===== src/rtl/tone_synth_if.sv =====
// Playback/recorder bus: note buffer supplies playback notes, recorder consumes note strobes.
interface tone_synth_if;
    logic       pb_mode;
    logic       pb_valid;
    logic [5:0] pb_note;
    logic [5:0] note_code;
    logic       note_valid;

    modport master (
        output pb_mode, pb_valid, pb_note,
        input  note_code, note_valid
    );

    modport slave (
        input  pb_mode, pb_valid, pb_note,
        output note_code, note_valid
    );
endinterface


===== src/rtl/tone_synth.sv =====
// Square-wave tone generator: live switch/octave selection or buffer playback,
// driving a 50%-duty speaker output from per-note half-period counters.
module tone_synth #(
    parameter int CLK_HZ    = 100_000_000,
    parameter int OCT_MAX   = 4,
    parameter int OCT_RESET = 2
) (
    input  logic       clk,
    input  logic       rst_n,
    input  logic [6:0] note_switches,
    input  logic       inc_octave,
    input  logic       dec_octave,
    tone_synth_if.slave bus,
    output logic       audio_out,
    output logic [2:0] octave
);
    // Longest half period (C2, ~65 Hz) stays below CLK_HZ/100 cycles.
    localparam int CNT_W = $clog2(CLK_HZ / 100);
    localparam logic [5:0] REST_CODE = 6'b000111;

    typedef enum logic {IDLE, RUN} state_e;

    logic [6:0]       sw_s1_q, sw_s2_q;
    logic             inc_s1_q, inc_s2_q, inc_prev_q;
    logic             dec_s1_q, dec_s2_q, dec_prev_q;
    logic [2:0]       oct_q, oct_d;
    logic [5:0]       sel_q, sel_d;
    logic             nv_q, nv_d;
    state_e           state_q, state_d;
    logic [CNT_W-1:0] cnt_q, cnt_d, reload;
    logic             aud_q, aud_d;
    logic             inc_edge, dec_edge, sel_rest;

    function automatic logic [2:0] lowest_set(input logic [6:0] v);
        lowest_set = 3'd7;
        for (int i = 6; i >= 0; i--) begin
            if (v[i]) lowest_set = 3'(i);
        end
    endfunction

    function automatic logic [CNT_W-1:0] half_of(input logic [5:0] s);
        logic [CNT_W-1:0] b;
        case (s[2:0])
            3'd0:    b = CNT_W'(764452);
            3'd1:    b = CNT_W'(681048);
            3'd2:    b = CNT_W'(606744);
            3'd3:    b = CNT_W'(572692);
            3'd4:    b = CNT_W'(510204);
            3'd5:    b = CNT_W'(454544);
            3'd6:    b = CNT_W'(404956);
            default: b = '0;
        endcase
        half_of = b >> s[5:3];
    endfunction

    always_ff @(posedge clk or negedge rst_n) begin
        if (!rst_n) begin
            sw_s1_q    <= '0;
            sw_s2_q    <= '0;
            inc_s1_q   <= 1'b0;
            inc_s2_q   <= 1'b0;
            inc_prev_q <= 1'b0;
            dec_s1_q   <= 1'b0;
            dec_s2_q   <= 1'b0;
            dec_prev_q <= 1'b0;
            oct_q      <= 3'(OCT_RESET);
            sel_q      <= REST_CODE;
            nv_q       <= 1'b0;
            state_q    <= IDLE;
            cnt_q      <= '0;
            aud_q      <= 1'b0;
        end else begin
            sw_s1_q    <= note_switches;
            sw_s2_q    <= sw_s1_q;
            inc_s1_q   <= inc_octave;
            inc_s2_q   <= inc_s1_q;
            inc_prev_q <= inc_s2_q;
            dec_s1_q   <= dec_octave;
            dec_s2_q   <= dec_s1_q;
            dec_prev_q <= dec_s2_q;
            oct_q      <= oct_d;
            sel_q      <= sel_d;
            nv_q       <= nv_d;
            state_q    <= state_d;
            cnt_q      <= cnt_d;
            aud_q      <= aud_d;
        end
    end

    always_comb begin
        inc_edge = inc_s2_q & ~inc_prev_q;
        dec_edge = dec_s2_q & ~dec_prev_q;
        oct_d    = oct_q;
        if (!bus.pb_mode && (inc_edge != dec_edge)) begin
            if (inc_edge && (oct_q != 3'(OCT_MAX)))
                oct_d = oct_q + 3'd1;
            else if (dec_edge && (oct_q != 3'd0))
                oct_d = oct_q - 3'd1;
        end
    end

    // Playback octaves above OCT_MAX are clamped rather than wrapped.
    always_comb begin
        sel_d = REST_CODE;
        if (!bus.pb_mode)
            sel_d = {oct_q, lowest_set(sw_s2_q)};
        else if (bus.pb_valid)
            sel_d = {(bus.pb_note[5:3] > 3'(OCT_MAX)) ? 3'(OCT_MAX) : bus.pb_note[5:3],
                     bus.pb_note[2:0]};
        nv_d = !bus.pb_mode && (sel_d != sel_q) && (sel_d[2:0] != 3'd7);
    end

    always_comb begin
        sel_rest = (sel_q[2:0] == 3'd7);
        reload   = half_of(sel_q) - CNT_W'(1);
        state_d  = state_q;
        cnt_d    = cnt_q;
        aud_d    = aud_q;
        case (state_q)
            IDLE: begin
                aud_d = 1'b0;
                cnt_d = '0;
                if (!sel_rest) begin
                    cnt_d   = reload;
                    aud_d   = 1'b1;
                    state_d = RUN;
                end
            end
            RUN: begin
                // Retuning only takes effect at the reload, so a half period is never cut short.
                if (sel_rest) begin
                    aud_d   = 1'b0;
                    cnt_d   = '0;
                    state_d = IDLE;
                end else if (cnt_q == '0) begin
                    aud_d = ~aud_q;
                    cnt_d = reload;
                end else begin
                    cnt_d = cnt_q - CNT_W'(1);
                end
            end
            default: begin
                aud_d   = 1'b0;
                cnt_d   = '0;
                state_d = IDLE;
            end
        endcase
    end

    assign audio_out      = aud_q;
    assign octave         = oct_q;
    assign bus.note_code  = sel_q;
    assign bus.note_valid = nv_q;
endmodule


===== src/flat_wrapper.sv =====
// flat-port wrapper written by rule: the top's interface ports become plain ports
module tone_synth_flat 
#(
    parameter int CLK_HZ    = 100_000_000,
    parameter int OCT_MAX   = 4,
    parameter int OCT_RESET = 2
)
  (clk, rst_n, note_switches, inc_octave, dec_octave, audio_out, octave, bus_pb_mode, bus_pb_valid, bus_pb_note, bus_note_code, bus_note_valid);
  tone_synth_if bus_i ();
  input  logic clk;
  input  logic rst_n;
  input  logic [6:0] note_switches;
  input  logic inc_octave;
  input  logic dec_octave;
  output logic audio_out;
  output logic [2:0] octave;
  input wire logic [$bits(bus_i.pb_mode)-1:0] bus_pb_mode;
  input wire logic [$bits(bus_i.pb_valid)-1:0] bus_pb_valid;
  input wire logic [$bits(bus_i.pb_note)-1:0] bus_pb_note;
  output wire logic [$bits(bus_i.note_code)-1:0] bus_note_code;
  output wire logic [$bits(bus_i.note_valid)-1:0] bus_note_valid;
  assign bus_i.pb_mode = bus_pb_mode;
  assign bus_i.pb_valid = bus_pb_valid;
  assign bus_i.pb_note = bus_pb_note;
  assign bus_note_code = bus_i.note_code;
  assign bus_note_valid = bus_i.note_valid;
  tone_synth #(.CLK_HZ(CLK_HZ), .OCT_MAX(OCT_MAX), .OCT_RESET(OCT_RESET)) u_core (.clk(clk), .rst_n(rst_n), .note_switches(note_switches), .inc_octave(inc_octave), .dec_octave(dec_octave), .bus(bus_i), .audio_out(audio_out), .octave(octave));
endmodule

===== config.mk =====
export PLATFORM = sky130hd
export DESIGN_NAME = tone_synth_flat
export DESIGN_NICKNAME = d
export VERILOG_FILES = /design/src/rtl/tone_synth_if.sv /design/src/rtl/tone_synth.sv /design/src/flat_wrapper.sv
export SDC_FILE = /design/constraint.sdc
export NUM_CORES = 1
export LEC_CHECK = 0
export ABC_CLOCK_PERIOD_IN_PS = 3040
export BUFFER_PORTS_ARGS = -buffer_cell sky130_fd_sc_hd__buf_4
export CORE_UTILIZATION = 48
export CTS_CLUSTER_SIZE = 40
export DETAILED_ROUTE_END_ITERATION = 10
export PLACE_DENSITY = 0.75
export SYNTH_ARGS = -nofsm -noshare
export SYNTH_HDL_FRONTEND = slang
export SYNTH_SLANG_ARGS = --single-unit

===== constraint.sdc =====
create_clock -name clk -period 3.04 [get_ports clk]
set_input_delay 0.456 -clock clk [delete_from_list [all_inputs] [get_ports clk]]
set_output_delay 0.456 -clock clk [all_outputs]
set_load 0.01 [all_outputs]

==> reports/results.txt <==
HPWL after DPL = 8670 µm
Element type at the critical path end = register
Antenna violations before repair = 0
Layout net count = 540
Pleak = 1.80 nW
Synth top area share = 29.6%
First DRT Iteration DRCs = 597
Unrepaired setup endpoints after global routing = no
DRT Pass-1 Iters = 6
Worst VDD drop = 0.000423 V
RePlAce Congestion = 0.964
Core Region = 8220 µm²
Unique masters post-synth = 78
Tmin final = 2780 ps
Yosys reg bits = 52
Total Neg Setup Slack = 0 ps
CP required = 3230 ps
Ys flop type = dfrtp_1
Worst rel slew slack = 58.0%
Slew at the pin closest to its max-slew limit = 621 ps
Area delta synth->final = 10.8%
DR WL met3 = 1010 µm
Fmax = 0.360 GHz
Reg2reg path depth = 10
Commonest cells post-synth = dfrtp_1, o21ai_0, nand2_1, a21oi_1, nor2_1
Power per Cell Area = 727 nW/µm²
Die area = 8820 µm²
Period utilization = 91.3%
RR Startpoint = u_core.bus.note_code[4]$_DFF_PN0_
Clock root buffer = clkbuf_8
Max-cap violation count = 0
Largest area contributor in the synthesized netlist = dfrtp_1
M1 WL = 4920 µm
Global-route usage over all layers = 27.9%
Number of global-route vias before repair = 3736
Wire length on met2 = 5370 µm
Clock Skew = 9.51 ps
Syn. warnings = 0
I/O Pins = 30
Initial Util = 49.4%
Number of CTS-inserted buffers = 5
Sequential share of the synthesized area = 32.2%
WP data arrival = 2960 ps
Post-DR wirelength/cell = 18.9 µm
Die width = 93.9 µm
Status = completed
Asr flop ratio synth = 100%
Largest net degree at the start of global routing = 53
Post-DRT Antenna Nets = 0
Total Wirelength = 11800 µm
Final Hold Fails = 0
DIE HEIGHT = 93.9 µm
Netlist Area Pre-Place = 4060 µm²
IO Port Bufs = 29
Post-CTS Setup Bufs = 0
Uppermost routed layer = met4
Final setup viols = 0
Final WS setup = 263 ps
Total Power = 3.27 mW
Via count = 4087
Ranking of synthesized cells by area = dfrtp_1, o21ai_0, xnor2_1, a21oi_1, nand2_1
Clk_lat worst skew = 320 ps
Hold WC Path Type = in2async
H-tree levels = 2
Slew Limit Fails = 0
Gate Count Post-Synth = 494
Max FO, Critical Path = 25
Fraction of layout cells with a size suffix above 1 = 17.4%
Post-synth EDFFs = 0
Crit path launch type = register
Syn avg cell area = 8.21 µm²
CTS tree = done
Vias/cell = 6.56
First-pass GRT wire length = 19100 µm
CTS Sinks = 52
WS Path Type = reg2reg
Clk pin slew, worst setup/hold paths = 110 ps
Antenna diodes = 0
Rows = 33
Pre-CTS WS = 297 ps
# hold bufs at CTS = 0
Worst reg-to-reg setup slack = 260 ps
Worst r2r dst = u_core.cnt_q[12]$_DFF_PN0_
Grt ovf = 0
DRC = 0
Syn Nets = 517
Clock Tree Buf Depth = 2
[through the flow]
stage	util (%)	cell area (µm²)	hold WS [ps]	instances
finish	54.7	4500	133	623
global route	54.7	4500	184	623
floorplan	-	4060	160	494
CTS	54.7	4490	169	623
detailed placement	53.5	4400	335	615
global placement	53.5	4400	333	615
[state kept, by name, indices dropped and copies added (netlist names)]
signal and count:
u_core.bus.note_valid 1, u_core.octave 3, u_core.dec_s2_q 1, u_core.state_q 1, u_core.cnt_q 20, u_core.inc_s1_q 1, u_core.sw_s1_q 7, u_core.inc_prev_q 1
u_core.audio_out 1, u_core.dec_prev_q 1, u_core.dec_s1_q 1, u_core.sw_s2_q 7, u_core.inc_s2_q 1, u_core.bus.note_code 6
[placed cells by master, fill, tap and decap left out, types with 3 or more instances in the layout]
master,instances
buf_4,58
o21ai_0,48
dfrtp_1,47
nand2_1,38
a21oi_1,37
nor2_1,34
xnor2_1,23
nor2b_1,17
inv_1,16
nor3_1,14
nand2b_1,13
nor4_1,12
a211oi_1,12
nand3_1,11
a22oi_1,9
xor2_1,6
and3_1,6
a21o_1,5
o221ai_1,5
a221oi_1,5
a31oi_1,5
clkbuf_8,5
o22ai_1,4
o211ai_1,4
dfstp_2,4
or4_1,3
and2_1,3
a221oi_2,3
a2bb2oi_1,3
ha_1,3
[logic make-up after synthesis]
logic type	Yosys count	share of synthesized area, %
compound gates	177	30.0
simple gates	170	22.0
mux	3	0.802
fa+ha+maj	5	1.67
xor+xnor	29	6.26
flops	52	32.2
buf+inv	58	7.06
[critical path: stages, from the launching register on]
cell and delay, ps:
dfrtp_1 600, buf_4 350, nor3b_1 300, a32o_1 160, a211oi_1 50, a21oi_1 230
inv_1 70, ha_1 240, o2111a_2 160, a41oi_4 310, a221oi_1 150
[power by group]
part	internal, mW	switching, mW	total (mW)
Clock	0.174	0.257	0.432
Sequential	0.866	0.237	1.10
Combinational	0.742	0.992	1.73
[per-layer routing]
metal	track usage (%)	up-vias
li1	-	1871
met1	37.9	1928
met2	42.8	242
met3	3.88	46
met4	15.0	0
met5	0	-
[layout make-up]
cell class	count	area (µm²)
fillers	777	3720
multi-input cells	384	2460
well taps	105	131
inverters	16	60.1
clock inverters	3	28.8
repair buffers	58	435
flip-flops and latches	52	1310
clock buffers	5	68.8
[worst max-delay path by stage]
| stage | start | to | slack, ps | depth (start not counted) |
|---|---|---|---|---|
| 6_report | u_core.bus.note_code[4]$_DFF_PN0_ | u_core.cnt_q[12]$_DFF_PN0_ | 260 | 10 |
| 5_1_grt | u_core.bus.note_code[4]$_DFF_PN0_ | u_core.cnt_q[14]$_DFF_PN0_ | 110 | 10 |
| 4_1_cts | u_core.bus.note_code[3]$_DFF_PN0_ | u_core.cnt_q[8]$_DFF_PN0_ | 290 | 10 |
| 3_5_place_dp | u_core.bus.note_code[3]$_DFF_PN0_ | u_core.cnt_q[12]$_DFF_PN0_ | 300 | 10 |
| 3_3_place_gp | u_core.bus.note_code[4]$_DFF_PN0_ | u_core.cnt_q[12]$_DFF_PN0_ | 350 | 10 |
| 2_1_floorplan | u_core.bus.note_code[3]$_DFF_PN0_ | u_core.cnt_q[8]$_DFF_PN0_ | 540 | 11 |
[timing repair]
action,CTS,global route
hold endpoints to repair,0,0
setup endpoints to repair,0,1
gates resized for setup,0,1
Note: power is estimated with default switching activity, not from simulation.
